$ cat config.mk
export PLATFORM = sky130hd
export DESIGN_NAME = result_writeback
export DESIGN_NICKNAME = d
export VERILOG_FILES = /design/src/rtl/result_writeback.sv
export SDC_FILE = /design/constraint.sdc
export NUM_CORES = 1
export LEC_CHECK = 0
export CAP_MARGIN = 40
export CORE_ASPECT_RATIO = 0.7
export CORE_UTILIZATION = 33
export DETAILED_ROUTE_END_ITERATION = 10
export GPL_TIMING_DRIVEN = 1
export HOLD_SLACK_MARGIN = 0.15
export PLACE_DENSITY_LB_ADDON = 0.1
export SLEW_MARGIN = 25
export SYNTH_ARGS = -nofsm -noshare
export SYNTH_HDL_FRONTEND = slang
export SYNTH_SLANG_ARGS = --single-unit
$ cat constraint.sdc
create_clock -name clk -period 2.1 [get_ports clk]
set_input_delay 0.42 -clock clk [delete_from_list [all_inputs] [get_ports clk]]
set_output_delay 0.42 -clock clk [all_outputs]
set_load 0.1 [all_outputs]
$ cat src/rtl/result_writeback.sv
// result_writeback
//   Captures per-lane MAC results and serialises them into the output memory,
//   one word per cycle, starting at a programmable base address. Asserts done
//   for one cycle once n_words words have been written.
// Ports:
//   clk, rst            clock; synchronous active-high reset
//   start               arm the block (honoured only while idle)
//   base_addr, n_words  first write address and word count, latched on start
//   acc_in_0..3         lane results; valid_in[i] qualifies acc_in_i
//   mem_we/addr/wdata   write port to the result RAM
//   busy                block is not idle
//   done                one-cycle completion pulse
//   overflow            sticky: results arrived while draining and were dropped
//   wr_count            words written in the current/last run
module result_writeback #(
  parameter int unsigned ACC_W  = 16,
  parameter int unsigned N_MACS = 4,
  parameter int unsigned ADDR_W = 8
) (
  input  logic              clk,
  input  logic              rst,
  input  logic              start,
  input  logic [ADDR_W-1:0] base_addr,
  input  logic [ADDR_W:0]   n_words,
  input  logic [ACC_W-1:0]  acc_in_0,
  input  logic [ACC_W-1:0]  acc_in_1,
  input  logic [ACC_W-1:0]  acc_in_2,
  input  logic [ACC_W-1:0]  acc_in_3,
  input  logic [N_MACS-1:0] valid_in,
  output logic              mem_we,
  output logic [ADDR_W-1:0] mem_addr,
  output logic [ACC_W-1:0]  mem_wdata,
  output logic              busy,
  output logic              done,
  output logic              overflow,
  output logic [ADDR_W:0]   wr_count
);

  typedef enum logic [1:0] {
    S_IDLE,
    S_ARMED,
    S_DRAIN,
    S_DONE
  } state_t;

  state_t              state_q, state_d;
  logic [ADDR_W-1:0]   addr_q, addr_d;
  logic [ADDR_W:0]     target_q, target_d;
  logic [ADDR_W:0]     wr_count_q, wr_count_d;
  logic                overflow_q, overflow_d;
  logic [N_MACS-1:0]   pending_q, pending_d;
  logic [ACC_W-1:0]    buf_q [N_MACS];
  logic [ACC_W-1:0]    buf_d [N_MACS];

  logic [ACC_W-1:0]    acc_lane [N_MACS];
  logic [ACC_W-1:0]    drain_data;

  always_comb begin
    for (int unsigned i = 0; i < N_MACS; i++) begin
      if (i == 0)      acc_lane[i] = acc_in_0;
      else if (i == 1) acc_lane[i] = acc_in_1;
      else if (i == 2) acc_lane[i] = acc_in_2;
      else             acc_lane[i] = acc_in_3;
    end
  end

  // Scan from the top lane down so the lowest set pending bit wins.
  always_comb begin
    drain_data = '0;
    for (int unsigned i = 0; i < N_MACS; i++) begin
      if (pending_q[N_MACS-1-i]) drain_data = buf_q[N_MACS-1-i];
    end
  end

  always_comb begin
    state_d    = state_q;
    addr_d     = addr_q;
    target_d   = target_q;
    wr_count_d = wr_count_q;
    overflow_d = overflow_q;
    pending_d  = pending_q;
    buf_d      = buf_q;

    unique case (state_q)
      S_IDLE: begin
        if (start) begin
          addr_d     = base_addr;
          target_d   = n_words;
          wr_count_d = '0;
          overflow_d = 1'b0;
          pending_d  = '0;
          state_d    = (n_words == '0) ? S_DONE : S_ARMED;
        end
      end
      S_ARMED: begin
        if (valid_in != '0) begin
          pending_d = valid_in;
          for (int unsigned i = 0; i < N_MACS; i++) begin
            if (valid_in[i]) buf_d[i] = acc_lane[i];
          end
          state_d = S_DRAIN;
        end
      end
      S_DRAIN: begin
        if (valid_in != '0) overflow_d = 1'b1;
        // x & (x-1) clears the lowest set bit: the lane written this cycle.
        pending_d  = pending_q & (pending_q - 1'b1);
        addr_d     = addr_q + 1'b1;
        wr_count_d = wr_count_q + 1'b1;
        if (wr_count_d == target_q) begin
          pending_d = '0;
          state_d   = S_DONE;
        end else if (pending_d == '0) begin
          state_d = S_ARMED;
        end
      end
      S_DONE: begin
        state_d = S_IDLE;
      end
      default: state_d = S_IDLE;
    endcase
  end

  always_ff @(posedge clk) begin
    if (rst) begin
      state_q    <= S_IDLE;
      addr_q     <= '0;
      target_q   <= '0;
      wr_count_q <= '0;
      overflow_q <= 1'b0;
      pending_q  <= '0;
      for (int unsigned i = 0; i < N_MACS; i++) buf_q[i] <= '0;
    end else begin
      state_q    <= state_d;
      addr_q     <= addr_d;
      target_q   <= target_d;
      wr_count_q <= wr_count_d;
      overflow_q <= overflow_d;
      pending_q  <= pending_d;
      for (int unsigned i = 0; i < N_MACS; i++) buf_q[i] <= buf_d[i];
    end
  end

  always_comb begin
    mem_we    = (state_q == S_DRAIN);
    mem_addr  = addr_q;
    mem_wdata = (state_q == S_DRAIN) ? drain_data : '0;
    busy      = (state_q != S_IDLE);
    done      = (state_q == S_DONE);
    overflow  = overflow_q;
    wr_count  = wr_count_q;
  end

endmodule
==> impl_metrics.py <==
metrics = {
    "outcome": {
        "violations": "setup timing",
        "status": "complete, but fails checks",
    },
    "pwr": {
        "p_per_area_nw_per_um2": 661,
        "power.share.sequential_pct": 42.5,
        "p_leak_uw": 0.00255,
        "p_sw_share_pct": 32.6,
        "p_comb_share_pct": 24.1,
        "intPower_uw": 3240,
        "pwr-share-clk_pct": 33.4,
        "p_sw_uw": 1570,
        "peakVddDrop_mv": 0.420,
    },
    "yosys": {
        "yosysSeqAreaShare_pct": 40.9,
        "syn_area_um2": 4740,
        "yosys.cell_types.count": 52,
        "synth_fp_nets": 754,
        "synth_edf_count": 0,
        "ys_warn_count": 0,
        "synthCells": 659,
        "ys_seq_elements": 97,
        "async_flop_share_pct": 0,
        "avgSynthCellArea_um2": 7.20,
        "synth_flop_cell": "dfxtp_1",
    },
    "die": {
        "initial_core_util_pct": 34.0,
        "die_w_um": 145,
        "num_io_pins": 125,
        "core_um2": 14000,
        "fp.dieH_um": 102,
        "dieArea_um2": 14900,
        "std_cell_rows": 36,
    },
    "layout": {
        "layout.nets": 887,
        "drive_above_1_share_pct": 20.7,
        "num_antenna_cells": 0,
        "final_util_pct": 52.1,
        "syn2layout_area_growth_pct": 53.3,
        "fin_area_um2": 7270,
        "num-fill-cells": 1365,
    },
    "placement": {
        "numPortBuffers": 124,
        "place_congestion": 0.866,
        "place_area_um2": 6770,
        "dp_hpwl_um": 11600,
    },
    "worst_setup_path": {
        "cp-start-kind": "flop",
        "crit_type": "flop to output pin",
        "cp_max_fo": 5,
        "arrival_ns": 1.69,
        "required_ns": 1.68,
        "endpoint_kind": "output pin",
    },
    "global_routing": {
        "grt_antenna_before_repair": 0,
        "grt_pass1_vias": 4535,
        "grt_remaining_overflow": 0,
        "grt_max_degree": 39,
        "gr-usage-all-layers_pct": 21.7,
        "grt_first_pass_wirelength_um": 24700,
    },
    "cts": {
        "root_buffer": "clkbuf_16",
        "clk_pin_slew_ns": 0.07,
        "cts_sinks": 97,
        "ctsHoldBuffers": 0,
        "clkLatencyLatePin_ns": 0.36,
        "clk_path_buf_depth": 2,
        "cts_htree_levels": 3,
        "numCtsBuffers": 9,
        "cts_tree": "done",
    },
    "sta": {
        "rsz0062_at_grt": "true",
        "fmax_mhz": 474,
        "finalCriticalPeriod_ns": 2.11,
        "slew_viol_final": 0,
        "fin_ws_ns": -0.0111,
        "skew_ns": 0.00796,
        "hold_violations": 0,
        "tightestPinTransition_ns": 0.603,
        "finalSetupViolations": 1,
        "fin_crit_sh_pct": 101,
        "relSlewSlack_pct": 59.7,
    },
    "detailed_routing": {
        "wirelength_um": 16100,
        "drt_iter0_markers": 329,
        "via_per_inst": 5.05,
        "drt-pass1-iter-count": 5,
        "wl_per_cell_um": 16.3,
        "num_vias": 4988,
        "ant_nets": 0,
        "drc_errors": 0,
    },
    "flow_run": {
        "drv_cap": 0,
    },
    "min_path": {
        "hold_class": "input pin to flop",
    },
}
stage by stage:
stage / instances / hold WS [ns] / setup TNS, ns / total power (uW) / setup slack (ns)
floorplan: 659 / 0.436 / -4.55 / 2730 / -0.288
global placement: 964 / 0.441 / -0.221 / 3170 / -0.115
detailed placement: 964 / 0.448 / -0.437 / 3190 / -0.184
CTS: 983 / 0.431 / 0 / 4820 / 0.00334
global route: 987 / 0.457 / -0.297 / 5050 / -0.0641
finish: 987 / 0.446 / -0.0111 / 4810 / -0.0111
flip-flops by register name, indices dropped and copies added, names as in the netlist:
signal,count
mem_addr,8
state_q,2
overflow,1
target_q,9
pending_q,4
buf_q,64
wr_count,9
what timing repair did:
| item | in CTS | in global routing |
|---|---|---|
| cloned | 1 | 2 |
| buffers inserted | 2 | 2 |
| pin swaps | 3 | 11 |
| endpoints found under the setup margin | 18 | 22 |
| gates resized for setup | 21 | 20 |
worst max-delay path, stage by stage (launching register included):
cell and delay (ns):
dfxtp_4 0.36, inv_4 0.07, ha_4 0.18, o211ai_1 0.27
a21oi_4 0.25, buf_12 0.20
logic make-up after synthesis:
kind of cell / count (synthesis) / synth area share, %
buf+inv: 56 / 4.72
xor+xnor: 9 / 1.66
mux: 2 / 0.448
flops: 97 / 40.9
compound gates: 194 / 23.6
simple gates: 293 / 26.6
fa+ha+maj: 8 / 2.06
layout by cell type, fill, tap and decap left out, types with 3 or more instances in the layout:
master           instances
a21oi_1                 97
a21oi_4                 15
a22oi_1                  7
a22oi_2                  9
a31oi_1                  4
and2_1                   4
and3_1                   6
buf_12                  21
buf_4                   55
buf_6                    3
clkbuf_16               10
clkdlybuf4s50_1         86
clkinvlp_4               3
dfxtp_1                 79
dfxtp_2                  8
dfxtp_4                 10
ha_1                     5
inv_1                    6
nand2_1                188
nand2b_1                 4
nand3_1                 10
nor2_1                  44
nor3_1                   5
nor3b_1                  3
nor4_1                   3
o211ai_1                15
o21ai_0                 21
o22ai_1                  3
or3_1                    5
xnor2_1                  4
xor2_1                   5
layout make-up:
cell class	count	area, um2	share of cell area (%)
Clock inverter	6	51.3	0.705
Multi-Input combinational cell	506	2940	40.4
Tap cell	190	238	3.27
Clock buffer	10	229	3.15
Timing Repair Buffer	170	1800	24.7
Inverter	8	33.8	0.464
Sequential cell	97	1990	27.3
final timing paths:
path / from / endpoint / slack, ns / cells past startpoint
worst max-delay path: state_q[0]$_SDFFE_PP0P_ / mem_wdata[3] / -0.01 / 5
worst min-delay path: rst / wr_count[8]$_SDFFE_PP0P_ / 0.45 / 2
worst max register to register: wr_count[1]$_SDFFE_PP0P_ / pending_q[2]$_SDFFE_PP0P_ / 0.05 / 8
worst min register to register: buf_q[8]$_SDFFE_PP0P_ / buf_q[8]$_SDFFE_PP0P_ / 0.46 / 2
cell usage after synthesis (all sizes together), types with 6 or more instances:
cell type / n / area (um2)
a21oi: 113 / 566
a22oi: 16 / 120
and3: 7 / 43.8
buf: 7 / 40.0
clkbuf: 41 / 154
dfxtp: 97 / 1940
ha: 7 / 87.6
inv: 7 / 26.3
nand2: 188 / 706
nand3: 11 / 55.1
nor2: 46 / 173
nor4: 6 / 50.0
o211ai: 15 / 113
o21ai: 24 / 120
routing by layer:
layer,vias to the layer above,track usage (%),wire length (um)
met5,-,0,0
met4,0,3.81,99
met3,8,5.89,790
met2,127,30.1,6550
met1,2322,33.0,8680
li1,2531,-,-
power groups by stage:
stage	Combinational [uW]	Sequential (uW)	Clock, uW
CTS	1130	2040	1650
global route	1260	2060	1720
global placement	1090	2070	0
finish	1160	2040	1600
detailed placement	1110	2080	0
floorplan	550	2180	0
Note: power is estimated with default switching activity, not from simulation.
